`src/rtl/vga_fb_fetch_ctrl_pkg.sv`:
```
// vga_fb_fetch_ctrl_pkg: shared FSM encoding and resolution-derived constants for the framebuffer fetch path.
package vga_fb_fetch_ctrl_pkg;
  typedef enum logic [1:0] {WAIT_VS, FLUSH, ACTIVE, DONE} state_e;
  localparam int HVA_DEF = 640;
  localparam int VVA_DEF = 480;
  function automatic int frame_pix(input int h, input int v);
    return h * v;
  endfunction
endpackage

```
`src/rtl/vga_fb_fetch_ctrl_fifo.sv`:
```
// vga_pix_fifo: synchronous prefetch FIFO with occupancy output and a flush that wins over push.
module vga_pix_fifo #(
  parameter int DW    = 16,
  parameter int DEPTH = 16
) (
  input  logic                       clk_vga,
  input  logic                       rst_vga_n,
  input  logic                       flush_i,
  input  logic                       push_i,
  input  logic                       pop_i,
  input  logic [DW-1:0]              wdata_i,
  output logic [DW-1:0]              rdata_o,
  output logic [$clog2(DEPTH):0]     level_o
);
  localparam int PW = $clog2(DEPTH);
  localparam int CW = PW + 1;
  logic [DW-1:0] mem_q [DEPTH];
  logic [PW-1:0] wr_q, rd_q;
  logic [CW-1:0] level_q;
  always_ff @(posedge clk_vga)
    if (push_i && !flush_i) mem_q[wr_q] <= wdata_i;
  always_ff @(posedge clk_vga or negedge rst_vga_n)
    if (!rst_vga_n) begin
      wr_q    <= '0;
      rd_q    <= '0;
      level_q <= '0;
    end else if (flush_i) begin
      wr_q    <= '0;
      rd_q    <= '0;
      level_q <= '0;
    end else begin
      wr_q    <= push_i ? wr_q + 1'b1 : wr_q;
      rd_q    <= pop_i ? rd_q + 1'b1 : rd_q;
      level_q <= level_q + CW'(push_i) - CW'(pop_i);
    end
  assign rdata_o = mem_q[rd_q];
  assign level_o = level_q;
endmodule

```
`src/rtl/vga_fb_fetch_ctrl.sv`:
```
// vga_fb_fetch_ctrl: raster-order pixel prefetch into a local FIFO, sharing one SRAM port with host writes.
module vga_fb_fetch_ctrl
  import vga_fb_fetch_ctrl_pkg::*;
#(
  parameter int             HVA     = HVA_DEF,
  parameter int             VVA     = VVA_DEF,
  parameter int             AW      = 19,
  parameter int             DW      = 16,
  parameter int             DEPTH   = 16,
  parameter int             HIWM    = 12,
  parameter logic [AW-1:0]  FB_BASE = '0
) (
  input  logic          clk_vga,
  input  logic          rst_vga_n,
  input  logic          vga_vsync,
  input  logic          vga_video_on,
  input  logic          first_pixel,
  output logic [DW-1:0] pix_data,
  output logic          underrun,
  input  logic          host_req,
  input  logic [AW-1:0] host_addr,
  input  logic [DW-1:0] host_wdata,
  output logic          host_gnt,
  output logic          mem_req,
  output logic          mem_we,
  output logic [AW-1:0] mem_addr,
  output logic [DW-1:0] mem_wdata,
  input  logic          mem_gnt,
  input  logic          mem_rvalid,
  input  logic [DW-1:0] mem_rdata
);
  localparam int            CW        = $clog2(DEPTH) + 1;
  localparam int            LW        = CW + 1;
  localparam int            FRAME_PIX = frame_pix(HVA, VVA);
  localparam logic [AW-1:0] LAST      = FB_BASE + AW'(FRAME_PIX - 1);
  state_e        state_q;
  logic          vs_q, run_q, lock_q, lock_we_q, underrun_q;
  logic [CW-1:0] out_q, out_d, drop_q, level;
  logic [AW-1:0] fetch_addr_q;
  logic [DW-1:0] pix_q, fifo_rdata;
  logic [LW-1:0] lo;
  logic          vs_fall, elig, sel_fetch, sel_host, rd_acc, push, pop, flush;
  assign vs_fall   = vs_q & ~vga_vsync;
  assign lo        = LW'(level) + LW'(out_q);
  assign elig      = state_q == ACTIVE && lo < LW'(DEPTH);
  // An ungranted request keeps its owner so mem_* never switch mid-handshake.
  assign sel_fetch = elig && (lock_q ? !lock_we_q : (lo < LW'(HIWM) || !host_req));
  assign sel_host  = run_q && !sel_fetch && host_req;
  assign mem_req   = sel_fetch | sel_host;
  assign mem_we    = sel_host;
  assign mem_addr  = sel_fetch ? fetch_addr_q : sel_host ? host_addr : '0;
  assign mem_wdata = sel_host ? host_wdata : '0;
  assign host_gnt  = mem_gnt & mem_req & mem_we;
  assign rd_acc    = mem_gnt & sel_fetch;
  assign push      = mem_rvalid && drop_q == '0;
  assign pop       = vga_video_on && level != '0;
  assign flush     = vs_fall || state_q == FLUSH;
  assign out_d     = out_q + CW'(rd_acc) - CW'(mem_rvalid);
  vga_pix_fifo #(.DW(DW), .DEPTH(DEPTH)) u_fifo (
    .clk_vga   (clk_vga),
    .rst_vga_n (rst_vga_n),
    .flush_i   (flush),
    .push_i    (push),
    .pop_i     (pop),
    .wdata_i   (mem_rdata),
    .rdata_o   (fifo_rdata),
    .level_o   (level)
  );
  always_ff @(posedge clk_vga or negedge rst_vga_n)
    if (!rst_vga_n) begin
      state_q      <= WAIT_VS;
      vs_q         <= 1'b0;
      run_q        <= 1'b0;
      lock_q       <= 1'b0;
      lock_we_q    <= 1'b0;
      out_q        <= '0;
      drop_q       <= '0;
      fetch_addr_q <= '0;
      pix_q        <= '0;
      underrun_q   <= 1'b0;
    end else begin
      vs_q         <= vga_vsync;
      run_q        <= 1'b1;
      lock_q       <= mem_req & ~mem_gnt;
      lock_we_q    <= mem_we;
      out_q        <= out_d;
      // Every read still in flight after the vsync cycle belongs to the old frame.
      drop_q       <= vs_fall ? out_d : (mem_rvalid && drop_q != '0) ? drop_q - 1'b1 : drop_q;
      fetch_addr_q <= vs_fall ? FB_BASE : rd_acc ? fetch_addr_q + 1'b1 : fetch_addr_q;
      state_q      <= vs_fall ? FLUSH :
                      (state_q == FLUSH && drop_q == '0) ? ACTIVE :
                      (state_q == ACTIVE && rd_acc && fetch_addr_q == LAST) ? DONE : state_q;
      pix_q        <= pop ? fifo_rdata : vga_video_on ? '0 : pix_q;
      underrun_q   <= underrun_q | (level == '0 && (vga_video_on || first_pixel));
    end
  assign pix_data = pix_q;
  assign underrun = underrun_q;
endmodule

```
`config.mk`:
```
export PLATFORM = sky130hd
export DESIGN_NAME = vga_fb_fetch_ctrl
export DESIGN_NICKNAME = d
export VERILOG_FILES = /design/src/rtl/vga_fb_fetch_ctrl_pkg.sv /design/src/rtl/vga_fb_fetch_ctrl_fifo.sv /design/src/rtl/vga_fb_fetch_ctrl.sv
export SDC_FILE = /design/constraint.sdc
export NUM_CORES = 1
export LEC_CHECK = 0
export BUFFER_PORTS_ARGS = -buffer_cell sky130_fd_sc_hd__buf_2
export CAP_MARGIN = 15
export CORE_MARGIN = 2
export CORE_UTILIZATION = 64
export DETAILED_ROUTE_END_ITERATION = 6
export PLACE_DENSITY = 0.85
export SLEW_MARGIN = 5
export SYNTH_ARGS = -nofsm -noshare
export SYNTH_HDL_FRONTEND = slang
export SYNTH_SLANG_ARGS = --single-unit
```
`constraint.sdc`:
```
create_clock -name clk_vga -period 6.9 [get_ports clk_vga]
set_input_delay 1.38 -clock clk_vga [delete_from_list [all_inputs] [get_ports clk_vga]]
set_output_delay 1.38 -clock clk_vga [all_outputs]
set_load 0.01 [all_outputs]
```
# == Word level (Yosys, flattened, before mapping) ==
# Memories as Yosys holds them, arrays and structs flattened.
# Cells that the tools add are included.
# totals
inputBits,59
ff_bits,65
wordCells,86
ramBits,256
output_inout_bits,55
n_memories,1
# op_classes
reduce_logical,29
n_mux,20
n_lt_le_gt_ge,2
bitwise_logic,9
eq_ne,3
addsub,9
# memory_table
name,depth,width,read_ports,rd_ports_with_merged_regs,wr,line_no,source
u_fifo.mem_q,16,16,1,0,1,vga_fb_fetch_ctrl_fifo.sv:17,logic [DW-1:0] mem_q [DEPTH];
# op_table
operator,count
19-bit two-way mux,4
16-bit two-way mux,3
19-bit by 1-bit adder with 19-bit output (second input constant),1
19-bit == test (second input constant),1
4-bit two-way mux,4
5-bit two-way mux,3
1-bit logical AND,12
5-bit by 1-bit adder with 5-bit output,2
5-bit zero test,2
2-bit nonzero test,5
5-bit nonzero test,2
5-bit by 1-bit subtractor with 5-bit output,2
4-bit by 1-bit adder with 4-bit output (second input constant),2
5-bit by 5-bit adder with 6-bit output,1
6-bit by 4-bit less-than comparator with 1-bit output (second input constant),1
6-bit by 5-bit less-than comparator with 1-bit output (second input constant),1
2-bit two-way mux,3
1-bit bitwise AND,5
5-bit by 1-bit subtractor with 5-bit output (second input constant),1
1-bit zero test,4
1-bit logical OR,3
1-bit two-way mux,3
3-bit nonzero test,1
2-bit by 1-bit == test with 1-bit output (second input constant),1
3 further kinds,5

# == Logic depth before layout (Yosys ltp) ==
# Gate-level depths: netlist (run 1).
# logic_depth
depth_word,11
ltp_mapped,16
mapped_depth_nobuf,14

# == Cells and area by module ==
# Synthesis (run 1) repeated with hierarchy kept, for this count alone.
# hier_totals
cells_unflattened,867
area_unflattened_um2,13536.7
# modules_own_cells
module,seq_area_each_um2,instances,cells_each,area_each_um2
vga_pix_fifo,8012.7,1,493,10446.3
vga_fb_fetch_ctrl,1301.2,1,374,3090.5

# == Least setup slack after synthesis (run 1) ==
# No wires, ideal clock.
# synth_timing
path_type,input -> output
start,in host_req
end,out mem_we
required_ps,5520
arrival_ps,2494
stages,5
slack_ps,3026
path_buffers,1
cell_sequence,nor2b_1 nand4_1 and4_1 clkbuf_1 nor2_1
# synth_via
elab_chain_cells,7
# synth_lines
item,line_no,source
"start, declared",vga_fb_fetch_ctrl.sv:20,"input logic host_req,"
1-bit zero test,vga_fb_fetch_ctrl.sv:47,assign sel_fetch = elig && (lock_q ? !lock_we_q : (lo < LW'(HIWM) || !host_req));
1-bit logical OR,vga_fb_fetch_ctrl.sv:47,
1-bit two-way mux,vga_fb_fetch_ctrl.sv:47,
1-bit logical AND,vga_fb_fetch_ctrl.sv:47,
1-bit zero test,vga_fb_fetch_ctrl.sv:48,assign sel_host = run_q && !sel_fetch && host_req;
1-bit logical AND,vga_fb_fetch_ctrl.sv:48,
1-bit logical AND *,vga_fb_fetch_ctrl.sv:48,
"end, declared",vga_fb_fetch_ctrl.sv:25,"output logic mem_we,"
# Mark *: on every way between the ends. The rest lies on a longest branch, timed or not.

# == Worst setup path in the final report (run 1) ==
# layout_timing
start,in host_req
end,out mem_wdata[12]
# layout_via
elab_chain_cells,8
# layout_lines
item,line_no,source
1-bit zero test,vga_fb_fetch_ctrl.sv:47,
1-bit logical OR,vga_fb_fetch_ctrl.sv:47,
1-bit two-way mux,vga_fb_fetch_ctrl.sv:47,
1-bit logical AND,vga_fb_fetch_ctrl.sv:47,
1-bit zero test,vga_fb_fetch_ctrl.sv:48,
1-bit logical AND,vga_fb_fetch_ctrl.sv:48,
1-bit logical AND *,vga_fb_fetch_ctrl.sv:48,
16-bit two-way mux *,vga_fb_fetch_ctrl.sv:52,assign mem_wdata = sel_host ? host_wdata : '0;
"end, declared",vga_fb_fetch_ctrl.sv:27,"output logic [DW-1:0] mem_wdata,"
# Marks and branches as above.

==> results of run 1 <==
worst max-delay path, stage by stage:
cell and delay [ps]:
sky130_fd_sc_hd__buf_2 110, sky130_fd_sc_hd__nor2b_1 140, sky130_fd_sc_hd__nand4_1 210, sky130_fd_sc_hd__nand4_4 540
sky130_fd_sc_hd__and3_1 400, sky130_fd_sc_hd__buf_2 130
metrics by stage:
| step | util | hold slack [ps] | cell area, µm² | power [W] |
|---|---|---|---|---|
| after global placement | 0.688 | 463 | 14400 | 0.00255 |
| after global routing | 0.738 | 521 | 15400 | 0.00437 |
| after detailed placement | 0.688 | 454 | 14400 | 0.00256 |
| after CTS | 0.738 | 471 | 15400 | 0.00426 |
| final | 0.738 | 471 | 15400 | 0.00424 |
| after floorplan | - | 504 | 13500 | 0.00244 |
kinds of logic after synthesis:
group	share of synthesized area
adders and majority gates	0.0233
buffers and inverters	0.0294
DFF	0.689
other	0.000277
muxes	0.107
AOI/OAI and AO/OA	0.0588
and+or+nand+nor	0.0817
xor gates and xnor gates	0.0110
path summary, 6_finish.rpt:
path                              startpoint                end  cells past startpoint
setup / recovery                    host_req      mem_wdata[12]                      6
min in group asynchronous          rst_vga_n           out_q[1]                      2
hold / removal                      underrun           underrun                      1
hold reg to reg                     underrun           underrun                      1
setup reg to reg           u_fifo.level_o[2]  u_fifo.level_o[4]                     14
max in group asynchronous          rst_vga_n     u_fifo.rd_q[0]                      2
metal layers:
layer	routed length [µm]	share of wire	up-vias
met5	0	0	-
met4	1120	0.037	0
met3	2610	0.086	67
met2	14900	0.49	429
met1	11600	0.38	4056
li1	-	-	3470
Yosys cell counts, drive strengths merged, types with 21 or more instances:
master,number
nand2,66
mux4,64
edfxtp,256
inv,38
buf,22
dfrtp,65
nor2,35
a21oi,28
clkbuf,24
and3,21
ha,22
nand3,29
state kept, by name (all words and copies together) (netlist names), 4 cells and up:
name,count
u_fifo.level_o,5
u_fifo.wr_q,4
u_fifo.mem_q,256
fetch_addr_q,19
drop_q,5
u_fifo.rd_q,4
pix_data,16
out_q,5
placed cells by master (no fill, tap or decap), types with 3 or more instances in the layout:
cell                         synthesis  layout
sky130_fd_sc_hd__a21o_1              4       4
sky130_fd_sc_hd__a21oi_1            28      28
sky130_fd_sc_hd__a221oi_1           10      10
sky130_fd_sc_hd__a221oi_2            6       6
sky130_fd_sc_hd__a22o_1             16      16
sky130_fd_sc_hd__and3_1             19      19
sky130_fd_sc_hd__buf_2               6     113
sky130_fd_sc_hd__buf_4               6      22
sky130_fd_sc_hd__bufinv_16           0       5
sky130_fd_sc_hd__clkbuf_1           22       5
sky130_fd_sc_hd__clkbuf_16           0      31
sky130_fd_sc_hd__clkinv_1            0       4
sky130_fd_sc_hd__clkinv_2            0       6
sky130_fd_sc_hd__clkinvlp_4          0       3
sky130_fd_sc_hd__dfrtp_1            65      63
sky130_fd_sc_hd__diode_2             0       4
sky130_fd_sc_hd__edfxtp_1          256     256
sky130_fd_sc_hd__ha_1               22      22
sky130_fd_sc_hd__inv_1              38      38
sky130_fd_sc_hd__mux4_2             64      64
sky130_fd_sc_hd__nand2_1            66      66
sky130_fd_sc_hd__nand2b_1            5       5
sky130_fd_sc_hd__nand3_1            28      28
sky130_fd_sc_hd__nand4_1             7       7
sky130_fd_sc_hd__nor2_1             35      34
sky130_fd_sc_hd__nor2b_1             5       4
sky130_fd_sc_hd__nor3_2              0       4
sky130_fd_sc_hd__o21ai_0             6       6
sky130_fd_sc_hd__o21ai_1             4       4
sky130_fd_sc_hd__o22ai_1            16      16
sky130_fd_sc_hd__o31ai_1            12      12
sky130_fd_sc_hd__or3_1               7       7
sky130_fd_sc_hd__or4_1              12      12
sky130_fd_sc_hd__xnor2_1            11      11
sky130_fd_sc_hd__xor2_1              6       6
layout make-up:
type | instances | area (µm²)
tap | 275 | 344
fill | 1173 | 5470
sequential | 321 | 9320
multi-input combinational | 422 | 3830
antenna | 4 | 10.0
timing repair buffer | 135 | 731
clock inverter | 18 | 218
clock buffer | 38 | 822
inverter | 38 | 143
power groups by stage:
stage / clock, W / sequential [W] / combinational, W
finish: 0.00171 / 0.00218 / 0.000344
global route: 0.00180 / 0.00219 / 0.000380
CTS: 0.00173 / 0.00218 / 0.000344
detailed placement: 0 / 0.00222 / 0.000340
global placement: 0 / 0.00222 / 0.000326
floorplan: 0 / 0.00221 / 0.000226
==> flow_results.org, run 1 <==
** Floorplanning
- Vertical die dimension :: 149 µm
- Die Area :: 22300 µm²
- The floorplan has 53 rows.
- Effective utilization at floorplan :: 0.647
- Die Span X :: 149 µm
- In this run the count of I/O pins placed on the die edge is 114.
- Area of the core :: 20900 µm²

** Timing
- Summed over all failing endpoints, the final setup total negative slack is 0 ps.
- The number of hold violations in the final report is 0.
- Post-route clock period utilization :: 0.625
- Count of endpoints failing setup in the final report :: 0
- At the pin with the least slew margin, the transition time is 1080 ps.
- The worst path needs 4310 ps of the cycle, external delays included.
- The total count of max-transition violations in the final report came to 0.
- Smallest setup slack after layout :: 2590 ps
- Between clock sinks in the finished design, the worst skew comes to 10.1 ps.
- Setup repair after global routing missed its margin :: false
- Measured against its own limit, the worst slew margin works out to 0.275.
- Static timing analysis puts the maximum clock frequency at 232 MHz.

** Global routing
- For met2 alone, demand over resource in global routing was 0.454.
- Maximum number of pins on one net before global-route repair :: 68
- Sum of overflow across all layers after global routing :: 0
- Busiest layer in global routing :: met2
- First-pass GRT wire length :: 46000 µm
- GR met1 Demand/Resource :: 0.374
- Global routing usage on met3 :: 0.0532
- For this run, the total global-route usage over all layers was measured as 0.278.
- Number of global-route vias before repair :: 7919
- Initial antenna violation count :: 3

** Worst setup path
- Along the worst path, the maximum fanout reaches 53.
- The worst setup path is launched from an input pin.
- The critical path in this run is classified as in -> out.
- FF-to-FF setup slack :: 3440 ps
- Arrival time at the worst endpoint :: 2930 ps
- STA classifies the critical path endpoint as an output pin.
- Required time reported for the critical path endpoint :: 5520 ps

** Clock tree
- The tree built by TritonCTS fans out to 321 sinks.
- Post-CTS setup buffer count :: 0
- Clock slew seen by the registers of the worst setup and hold paths :: 70 ps
- Clk Latency, worst-skew pair :: 550 ps
- Number of buffers on the longest clock path :: 3
- Clock tree root buffer cell :: sky130_fd_sc_hd__clkbuf_16
- TritonCTS built the clock tree.
- CTS built an H-tree with a depth of 1.
- Post-cts gate resize count :: 0
- CTS Buf Count :: 30
- CTS Hold Bufs :: 0

** Detailed routing
- Count of antenna-violating nets left after detailed routing :: 0
- Detailed-route DRC error count :: 0
- DR WL/cell :: 24.2 µm
- The routed layout has 8022 vias.
- The first TritonRoute pass finished after 5 iterations.
- Aggregate routed wire length :: 30300 µm
- Initial DRC count :: 679
- Number of vias per cell :: 6.41

** Placed design
- OpenSTA, run right after detailed placement, puts the worst setup slack at 2620 ps.
- Weighted congestion reported at the end of routability-driven placement :: 0.833
- Half-perimeter wire length after placement :: 18100 µm
- Number of buffer cells added on primary ports :: 113
- Inst Count DP :: 1191

** Job
- Maximum capacitance violations :: 0

** Final layout
- For this run, the post-layout net count is 1031.
- Syn-to-layout area delta :: 14.0%
- Of the cells placed in the final design, the portion with a size suffix greater than 1 is 0.281.
- Finished Layout Cells :: 1251

** Synthesis
- The number of nets in the synthesized netlist is 910.
- Yosys cell types :: 58
- Number of warnings issued by yosys :: 0
- After synthesis the cells add up to 13500 µm².
- Of the synthesized area, sequential elements account for 0.689.
- In the synthesized netlist the dominant register cell turns out to be sky130_fd_sc_hd__edfxtp_1.
- Top cell type's share of synthesized area :: 0.569
- Synth Instances :: 827
- Seq cells post-synth :: 321
- Cell type with the largest total area after synthesis :: sky130_fd_sc_hd__edfxtp_1
- A synthesized cell averages 16.3 µm².
- The synthesized design contains 256 enable-type register cells.
- By area the synthesized netlist is led by sky130_fd_sc_hd__edfxtp_1 57%, sky130_fd_sc_hd__dfrtp_1 12%, sky130_fd_sc_hd__mux4_2 11%.
- Proportion of register bits with asynchronous set or reset after synthesis :: 0.202

** Power and ir drop
- Net switching power of the design :: 0.000933 W
- Fraction of power consumed by combinational cells :: 0.081
- The internal portion of the total power is 0.00331 W.
- Clock group share of total power :: 0.404
- The analysis attributes to cell leakage a power of 5.67 nW.
- Total power divided by cell area :: 275 nW/µm²
- Maximum VDD drop :: 220 µV
- Seq pwr share :: 0.515
- Of the total power, the share spent switching nets is 0.220.

** Hold path
- HP Class :: reg -> reg

** Status
- Status :: finished clean
Note: power is estimated with default switching activity, not from simulation.
==> inputs of run 2 (changes only) <==
- CORE_UTILIZATION: 64 -> 54
- PLACE_DENSITY: 0.85 -> 0.76
- clock period: 6.9 -> 3.9 ns (I/O delays scaled with it)
==> flow_results.org, run 2 (synthesized netlist as in run 1, its figures left out) <==
** Worst setup path
- The critical path starts at out_q[3].
- Largest stage delay, worst path :: 470 ps (-70 ps)
- The worst setup path is of the reg -> out kind.
- The slowest stage of the critical path is the sky130_fd_sc_hd__nand4_4 cell.
- Worst Setup End Kind :: output pin
- Biggest fanout along the worst timing path :: 53 (unchanged)
- FF-to-FF setup slack :: 640 ps (-2800 ps)
- Required time reported for the critical path endpoint :: 3120 ps (-2400 ps)
- The worst-case reg-to-reg path depth came to 14 (unchanged).
- Kind of cell adding the most delay to the critical path :: simple AND/OR/NAND/NOR gates
- The worst register-to-register path ends at drop_q[4].
- Arrival time at the worst endpoint :: 2880 ps (-50 ps)
- STA classifies the critical path startpoint as a flop.
- The worst register-to-register path begins at out_q[3].
- The buffering stage count on the worst path with inverters included was 1 (-1).
- Walking the worst path, the cells encountered are ha_1, a211oi_2, and3_2, nand4_4, and3_1, buf_2.

** Job
- The max-cap check violation count is 0 (unchanged).

** Final layout
- The library cell used most frequently in the layout, excluding fill and tap cells, is sky130_fd_sc_hd__edfxtp_1.
- The number of flip-flops in the largest register is 256 (unchanged).
- Syn-to-layout area delta :: 15.1%
- Register with the most flip-flops :: u_fifo.mem_q
- Filler Cell Count :: 1680 (+43%)
- Core utilization of the finished layout :: 0.636 (-0.102)
- The ratio of cells with drive above 1 in the final layout came to 0.291 (+0.0103).
- The final-stage net count is 1049 (+1.7%).
- Most used cells in the layout excluding fill and tap cells :: 256 x sky130_fd_sc_hd__edfxtp_1, 113 x sky130_fd_sc_hd__buf_2, 66 x sky130_fd_sc_hd__nand2_1

** Global routing
- The pin count of the biggest net entering global routing was 54 (-21%).
- First-pass GRT wire length :: 44400 µm (-3.3%)
- The total congestion overflow is 0 (unchanged).
- Initial antenna violation count :: 1 (-2)
- The via count of the first global-routing pass was 7832 (-1.1%).
- Overall fraction of global-route tracks in use :: 0.222 (-0.0557)

** Timing
- The max-slew headroom at the worst pin came to 0.323 (+0.0476).
- The routed design could run at a clock period as short as 3660 ps.
- Based on the critical path, the design can be clocked at up to 273 MHz.
- Skew final :: 20.4 ps (+10.3 ps)
- Worst Max-Slew Pin Slew :: 1020 ps (-67.4 ps)
- Setup repair after global routing left no endpoint under its margin.
- Setup TNS :: 0 ps (unchanged)
- The worst hold slack across all endpoints came to 317 ps (-154 ps).
- Post-route clock period utilization :: 0.940
- The total count of max-transition violations in the final report was 0 (unchanged).
- Count of endpoints failing setup in the final report :: 0 (unchanged)
- Final hold viol count :: 0 (unchanged)

** Clock tree
- The post-CTS setup repair buffer count was 0 (unchanged).
- Post-cts gate resize count :: 0 (unchanged)
- The total of hold buffers inserted after clock tree synthesis was 0 (unchanged).
- Clock tree from TritonCTS :: built
- Number of buffers on the longest clock path :: 3 (unchanged)
- The number of buffers inserted during clock tree synthesis is 31 (+3.3%).
- Clock tree root buffer cell :: sky130_fd_sc_hd__clkbuf_16
- Clk Latency, worst-skew pair :: 560 ps (about the same)
- The clock edge transition at the registers on the reported setup and hold paths is 60 ps (about the same).
- H-tree depth reported by CTS :: 1 (unchanged)
- Clock Sinks :: 321 (unchanged)

** Floorplanning
- Number of placement rows :: 57 (+7.5%)
- The die area is 26300 µm² (+18%).
- The die outline width came to 162 µm (+8.6%).
- The core region area was 24500 µm² (+17%).
- Effective utilization at floorplan :: 0.553 (-0.0946)
- The die extent in y was 162 µm (+8.6%).
- The number of top-level design ports is 114 (unchanged).

** Detailed routing
- First-pass detailed-route iteration total :: 5 (unchanged)
- Detailed-route DRC error count :: 0 (unchanged)
- The remaining number of nets flagged by the antenna check after routing was 0 (unchanged).
- The average via count per standard cell is 5.86 (-8.6%).
- DR WL/cell :: 21.8 µm (-10%)
- The via count of the routed design was 7701 (-4.0%).
- Aggregate routed wire length :: 28600 µm (-5.5%)
- The violation count after the first detailed-route iteration was 669 (-1.5%).

** Placed design
- Number of buffer cells added on primary ports :: 113 (unchanged)
- The HPWL after detailed placement is 17900 µm (-0.67%).
- The placer's final routability congestion estimate is 0.808 (-3.0%).

** Status
- Status :: finished clean

** Hold path
- HP Class :: in -> async

** Power and ir drop
- Maximum VDD drop :: 406 µV (+84%)
- The reported leakage power is 5.74 nW (+1.4%).
- Total power divided by cell area :: 475 nW/µm² (+73%)
==> run 2: cell types whose count changed in the layout (fill, tap and decap cells not counted), sizes merged <==
cell / before / now
clkinvlp: 3 / 1
diode: 4 / 1
clkinv: 10 / 15
clkbuf: 38 / 36
buf: 135 / 152
bufinv: 5 / 4
==> run 2: final cells by class <==
| class | count | area (µm²) | area share |
|---|---|---|---|
| diodes | 1 | 2.50 | 0.000161 |
| clock buffers | 36 | 795 | 0.0511 |
| clock inverters | 20 | 203 | 0.0130 |
| inverters | 38 | 143 | 0.00917 |
| multi-input cells | 422 | 3830 | 0.246 |
| flip-flops and latches | 321 | 9320 | 0.599 |
| well taps | 324 | 405 | 0.0261 |
| repair buffers | 152 | 858 | 0.0552 |
==> run 2: metrics by stage <==
step / instances / power, W / setup WS, ps / cell area, µm²
finish: 1314 / 0.00739 / 235 / 15600
global placement: 1257 / 0.00451 / 647 / 14600
floorplan: 827 / 0.00432 / 801 / 13500
detailed placement: 1257 / 0.00452 / 607 / 14600
CTS: 1313 / 0.00744 / 201 / 15600
global route: 1314 / 0.00766 / 56.7 / 15600
==> run 2: metal layers <==
layer	part of all wire	global-route usage
met2	0.52	0.389
met1	0.40	0.293
met5	0	0
met3	0.067	0.0337
met4	0.016	0.0607
==> run 2: worst max path at each step <==
stage                              end  slack [ps]  cells past startpoint
detailed placement           drop_q[4]         610                     14
floorplan           u_fifo.mem_q[0][0]         800                      5
global route               mem_addr[0]          60                      7
global placement             drop_q[4]         650                     14
finish                    mem_wdata[5]         240                      6
CTS                        mem_addr[3]         200                      7
==> run 2: where the power goes <==
part	internal [W]	switching [W]	total, W
sequential	0.00378	0.0000816	0.00386
combinational	0.000251	0.000343	0.000595
clock	0.00171	0.00121	0.00293
total	0.00575	0.00164	0.00739
